--- config.mk ---
export PLATFORM = sky130hd
export DESIGN_NAME = spm_mem_arbiter
export DESIGN_NICKNAME = d
export VERILOG_FILES = /design/src/rtl/spm_mem_arbiter.sv
export SDC_FILE = /design/constraint.sdc
export NUM_CORES = 1
export LEC_CHECK = 0
export BUFFER_PORTS_ARGS = -buffer_cell sky130_fd_sc_hd__buf_4
export CAP_MARGIN = 15
export CORE_AREA = 2 2 67 69
export DETAILED_ROUTE_END_ITERATION = 8
export DIE_AREA = 0 0 69 71
export HOLD_SLACK_MARGIN = 0.03
export PLACE_DENSITY = 0.76
export SLEW_MARGIN = 25
export SYNTH_ARGS = -nofsm -noshare
export SYNTH_HDL_FRONTEND = slang
export SYNTH_SLANG_ARGS = --single-unit
--- constraint.sdc ---
create_clock -name clk -period 3.3 [get_ports clk]
set_input_delay 0.33 -clock clk [delete_from_list [all_inputs] [get_ports clk]]
set_output_delay 0.33 -clock clk [all_outputs]
set_load 0.01 [all_outputs]
--- src/rtl/spm_mem_arbiter.sv ---
// spm_mem_arbiter: shares the RISC_SPM single-port program/data memory
// between the processor bus (port 0) and a loader/debug master (port 1).
// Round-robin arbitration with bounded bursts under contention, registered
// grants, pass-through read data with a one-cycle rvalid strobe.
//
// Handshake: a requester raises pX_req with pX_we/pX_addr/pX_wdata stable;
// a beat happens in every cycle where pX_req && pX_gnt are both high. The
// arbiter does not buffer requests, so a requester must hold its inputs
// until it sees the beat. A read beat is answered by pX_rvalid in the next
// cycle, with pX_rdata valid only while pX_rvalid is high.
module spm_mem_arbiter #(
  parameter int AW        = 8,
  parameter int DW        = 8,
  parameter int MAX_BURST = 4
) (
  input  logic          clk,
  input  logic          rst,
  input  logic          p0_req,
  input  logic          p0_we,
  input  logic [AW-1:0] p0_addr,
  input  logic [DW-1:0] p0_wdata,
  output logic          p0_gnt,
  output logic          p0_rvalid,
  output logic [DW-1:0] p0_rdata,
  input  logic          p1_req,
  input  logic          p1_we,
  input  logic [AW-1:0] p1_addr,
  input  logic [DW-1:0] p1_wdata,
  output logic          p1_gnt,
  output logic          p1_rvalid,
  output logic [DW-1:0] p1_rdata,
  output logic [AW-1:0] mem_addr,
  output logic [DW-1:0] mem_wdata,
  output logic          mem_we,
  input  logic [DW-1:0] mem_rdata,
  output logic          owner,
  output logic [1:0]    dbg_state_o
);

  localparam int CW = $clog2(MAX_BURST + 1);

  typedef enum logic [1:0] {
    IDLE = 2'd0,
    OWN0 = 2'd1,
    OWN1 = 2'd2
  } state_e;

  state_e          state_q, state_d;
  logic            last_owner_q, last_owner_d;
  logic [CW-1:0]   beat_cnt_q, beat_cnt_d;
  logic [AW-1:0]   addr_hold_q, addr_hold_d;
  logic [DW-1:0]   wdata_hold_q, wdata_hold_d;
  logic            p0_rvalid_q, p1_rvalid_q;
  logic            beat0, beat1, burst_done;

  assign p0_gnt      = (state_q == OWN0);
  assign p1_gnt      = (state_q == OWN1);
  assign beat0       = p0_req & p0_gnt;
  assign beat1       = p1_req & p1_gnt;
  // The beat that finds the counter at MAX_BURST-1 is the last one allowed
  // while the other port waits.
  assign burst_done  = (beat_cnt_q == CW'(MAX_BURST - 1));
  assign owner       = last_owner_q;
  assign dbg_state_o = state_q;

  assign mem_we      = (beat0 & p0_we) | (beat1 & p1_we);
  assign p0_rvalid   = p0_rvalid_q;
  assign p1_rvalid   = p1_rvalid_q;
  assign p0_rdata    = mem_rdata;
  assign p1_rdata    = mem_rdata;

  // Next-state, burst counter and last-owner tracking.
  always_comb begin
    state_d      = state_q;
    beat_cnt_d   = beat_cnt_q;
    last_owner_d = last_owner_q;
    unique case (state_q)
      IDLE: begin
        if (p0_req && p1_req) state_d = last_owner_q ? OWN0 : OWN1;
        else if (p0_req)      state_d = OWN0;
        else if (p1_req)      state_d = OWN1;
      end
      OWN0: begin
        if (!p0_req)                    state_d = p1_req ? OWN1 : IDLE;
        else if (burst_done && p1_req)  state_d = OWN1;
      end
      OWN1: begin
        if (!p1_req)                    state_d = p0_req ? OWN0 : IDLE;
        else if (burst_done && p0_req)  state_d = OWN0;
      end
      default: state_d = IDLE;
    endcase
    // Counter saturates at MAX_BURST-1 so a late-arriving competitor takes
    // over after the sole owner's very next beat.
    if (state_d != state_q)               beat_cnt_d = '0;
    else if ((beat0 || beat1) && !burst_done) beat_cnt_d = beat_cnt_q + CW'(1);
    if (state_d == OWN0 && state_q != OWN0) last_owner_d = 1'b0;
    if (state_d == OWN1 && state_q != OWN1) last_owner_d = 1'b1;
  end

  // Memory bus mux: follow the owner while granted, otherwise hold.
  always_comb begin
    addr_hold_d  = addr_hold_q;
    wdata_hold_d = wdata_hold_q;
    if (p0_gnt) begin
      addr_hold_d  = p0_addr;
      wdata_hold_d = p0_wdata;
    end else if (p1_gnt) begin
      addr_hold_d  = p1_addr;
      wdata_hold_d = p1_wdata;
    end
    mem_addr  = addr_hold_d;
    mem_wdata = wdata_hold_d;
  end

  // State registers; reset drops any pending read return.
  always_ff @(posedge clk) begin
    if (rst) begin
      state_q      <= IDLE;
      last_owner_q <= 1'b1;
      beat_cnt_q   <= '0;
      addr_hold_q  <= '0;
      wdata_hold_q <= '0;
      p0_rvalid_q  <= 1'b0;
      p1_rvalid_q  <= 1'b0;
    end else begin
      state_q      <= state_d;
      last_owner_q <= last_owner_d;
      beat_cnt_q   <= beat_cnt_d;
      addr_hold_q  <= addr_hold_d;
      wdata_hold_q <= wdata_hold_d;
      p0_rvalid_q  <= beat0 & ~p0_we;
      p1_rvalid_q  <= beat1 & ~p1_we;
    end
  end

endmodule
======== Word-level counts from Yosys, hierarchy flattened ========
Cells that the tools add are included.
storage, ports and cells
  logic and storage cells ................. 51
  flip-flop bits (word level) ............. 24
cells by class
  bitwise operators ....................... 9
  muxes and demuxes ....................... 15
  $add $sub $neg .......................... 1
  eq/ne operators ......................... 8
  reduce and logical (&&, ||, !) cells .... 11
operator list
  cell                                                   count
  two-way mux 8 bit                                      4
  two-way mux 2 bit                                      9
  AND 1 bit                                              6
  logical AND 1 bit                                      6
  one-hot mux 2 bit (3 select lines)                     1
  == test 2 x 1 -> 1 bit, second input constant          2
  == test 2 bit, second input constant                   2
  OR reduction 2 bit                                     2
  adder 3 x 1 -> 3 bit, second input constant            1
  == test 3 x 2 -> 1 bit, second input constant          1
  zero test 2 bit                                        1
  inequality test 2 x 1 -> 1 bit, second input constant  1
  inequality test 2 bit                                  1
  inequality test 2 bit, second input constant           1
  inverter 1 bit                                         2
  zero test 1 bit                                        1
  logical OR 1 bit                                       1
  two-way mux 1 bit                                      1
  OR 1 bit                                               1

======== Longest topological paths before layout ========
  depth after elaboration ................. 8
  gate-level depth with buffers ........... 6
  mapped depth without buffers ............ 6

======== Least setup slack after synthesis ========
No wires, ideal clock.
  path kind ............................... register to output
  start point ............................. reg state_q[1] (netlist: dbg_state_o[1])
  end point ............................... out mem_we
  stages on the path, launching flop included .. 6
  slack ................................... 1.725 ns
  path buffers ............................ 3
  data arrival time ....................... 1.245 ns
  cells stage by stage .................... dfxtp_1 -> buf_2 -> buf_2 -> buf_2 -> nand2_1 -> o22ai_1
between the ends
  longest elaborated chain between the ends .. 4
RTL lines
  what                                                     line    RTL
  start, declared                                          48      state_e state_q, state_d;
  start signal, assigned                                   127     state_q <= state_d;
  == test 2 x 1 -> 1 bit or == test 2 bit (tied branches)  56, 57
  AND 1 bit (on tied branches)                             58, 59
  AND 1 bit                                                66      assign mem_we = (beat0 & p0_we) | (beat1 & p1_we);
  OR 1 bit *                                               66
  end, declared                                            34      output logic mem_we,
Every way passes the cells marked *; elsewhere a longest branch is shown, timed or not.

======== Worst setup path after layout ========
  start point ............................. reg state_q[0] (netlist: dbg_state_o[0])
  end point ............................... out mem_addr[1]
between the ends
  longest elaborated chain between the ends .. 3
RTL lines
  what                 line  RTL
  == test 2 bit        57    assign p1_gnt = (state_q == OWN1);
  two-way mux 8 bit    108   end else if (p1_gnt) begin
  two-way mux 8 bit *  105   if (p0_gnt) begin
  end, declared        32    output logic [AW-1:0] mem_addr,
Marks and branches as above.

==> run summary <==
Clk pin slew, worst setup/hold paths: 0.08 ns
Synth Flop Type: dfxtp_1
hold_buf cts: 0
critical path class: flip-flop to output pin
Filler cells: 430
chip height: 71 µm
Die X: 69 µm
Avg Inst Size Synth: 9.08 µm²
status: finished clean
P_leak: 0.852 nW
Critical Path AT: 1.97 ns
Worst Hold Depth: 2
nets@finish: 265
mapped cell area: 0.00163 mm²
Post-Route WL: 3280 µm
Cells after DPL: 264
synth warn: 0
CP max stage delay: 0.79 ns
R2R Path End: addr_hold_q[1]
Post-CTS Setup Bufs: 0
CTS max path bufs: 2
DRC Markers: 0
synth cell count leaders: nor2b_1, dfxtp_1, a211oi_1, buf_4, mux2i_1
HP Class: primary input to flip-flop
gpl congestion: 0.653
ANT nets after route: 0
routed vias: 1328
TritonCTS Buffers: 3
syn_nets: 227
Worst Path Max Fanout: 35
drt first pass iters: 4
worst reg2reg setup slack: 1.50 ns
ant diodes: 0
Worst setup endpoint: mem_addr[1]
Vias/cell: 4.97
core area: 0.00420 mm²
pwr dens: 373 mW/mm²
Total Routing Usage GR: 13.3%
Async S/R FF share, synth: 0%
DR iter-0 viols: 32
final instance area: 0.00199 mm²
drt wl/cell: 12.3 µm
Yosys top cell area share: 29.6%
initial antenna violation count: 0
crit path from: dbg_state_o[0]
unique cell type count in the Yosys netlist: 33
startpoint types: flip-flop
Syn-to-layout area delta: 22.6%
number of global-route vias before repair: 1209
final cell count without fillers: 267
max_cap viols: 0
Synth area leaders: dfxtp_1, mux2i_1, nor2b_1
post-synthesis sequential area ratio: 29.6%
I/O pin cnt: 86
EDFF count, synth: 0
placed cell area: 0.00195 mm²
Crit path top cell by count: buf_4
global route total overflow: 0
Initial Utilization: 38.7%
Cells after Synth: 179
Setup crit end kind: output pin
die area: 0.00490 mm²
most frequent cell after synthesis: nor2b_1
port bufs: 61
f_max: 0.434 GHz
worst clock skew: 0.00102 ns
post-synthesis register bit count: 24
H-tree lvl count: 1
Post-CTS Resized: 0
Crit-path slowest cell: dfxtp_2
RSZ-0062 raised after global routing: no
first-pass GRT wire length: 5440 µm
crit share post-route: 69.8%
Max Slew Vio Count: 0
root cell of the clock tree: clkbuf_8
clock sink count: 24
clk_lat worst skew: 0.26 ns
Period minus WS final: 2.30 ns
Crit path required time: 2.97 ns
Hold Fails Final Rpt: 0
Final Setup Violations: 0
Row Count: 24
Setup TNS: 0 ns
CP cell instances: buf_4 > nor2b_1 > a211oi_1 > a21oi_2 > buf_4
Critical R2R Launch: dbg_state_o[0]
detailed placement HPWL: 2430 µm
maximum VDD drop: 0.175 mV
CTS tree: done
share of cells above drive strength 1: 41.9%
largest net degree at the start of global routing: 36
R2R depth: 5
Worst Tran Pin Value: 0.702 ns
largest area contributor in the netlist: dfxtp_1
max_slew headroom: 53.2%
==> cell type report <==
cell class	count	area (µm²)	area share, %
clock buffer	3	41.3	2.07
inverter	3	11.3	0.565
multi-input combinational	121	912	45.8
sequential	24	483	24.2
tap	52	65.1	3.26
timing repair buffer	64	480	24.1
==> metrics by stage <==
step | util [%] | setup WS [ns] | hold slack [ns] | total power [mW]
finish | 47.4 | 0.997 | 0.233 | 0.744
global route | 47.4 | 0.862 | 0.228 | 0.789
CTS | 47.4 | 0.968 | 0.221 | 0.759
detailed placement | 46.4 | 1.28 | 0.493 | 0.582
global placement | 46.4 | 1.32 | 0.487 | 0.578
floorplan | - | 1.73 | 0.407 | 0.507
==> critical path: cells and delay by family (launching register included) <==
family	cells	cell delay, ns
AO/OA/AOI/OAI	2	0.37
buffers and inverters	2	0.49
flip-flops	1	0.79
AND/OR/NAND/NOR	1	0.06
==> flip-flops by register name, indices dropped and copies added (netlist names) <==
name,count
p1_rvalid,1
owner,1
addr_hold_q,8
dbg_state_o,2
wdata_hold_q,8
p0_rvalid,1
beat_cnt_q,3
==> metal layers <==
metal	vias up	track usage, %	share of wire [%]	wire length, µm
met3	6	3.56	6.9	226
met2	47	22.6	49	1600
met5	-	0	0	0
met1	586	16.4	43	1410
li1	689	-	-	-
met4	0	4.58	1.6	51
==> power breakdown <==
group	total [mW]	switching, mW	internal [mW]	leakage [nW]
registers	0.334	0.0232	0.311	0.198
logic	0.239	0.106	0.133	0.632
clock network	0.171	0.0891	0.0815	0.0216
==> kinds of logic after synthesis <==
family                     after synthesis  share of synthesized area (%)
DFF                                     24                           29.6
AOI/OAI and AO/OA                       48                           23.2
and+or+nand+nor                         53                           20.4
muxes                                   17                           10.5
xor gates and xnor gates                 1                          0.539
buffers and inverters                   34                           14.3
adders and majority gates                2                           1.54
==> cells in the final DEF (no fill, tap or decap), types with 3 or more instances in the layout <==
master	synthesis	layout
clkbuf_8	0	3
a21oi_1	4	4
dfxtp_1	24	22
buf_4	17	64
and2b_1	7	7
a211oi_1	17	17
nand2_1	4	4
nor2_1	6	6
a21oi_2	16	16
nor2b_1	27	27
mux2i_1	17	17
==> how the worst min path moves through the flow <==
stage / startpoint / to / slack [ns]
6_report: p1_we / p1_rvalid / 0.23
5_1_grt: p0_we / p0_rvalid / 0.23
3_3_place_gp: beat_cnt_q[1] / beat_cnt_q[1] / 0.49
2_1_floorplan: p1_we / p1_rvalid / 0.41
3_5_place_dp: beat_cnt_q[1] / beat_cnt_q[1] / 0.49
4_1_cts: p1_we / p1_rvalid / 0.22
(Power assumes the default switching activity.)
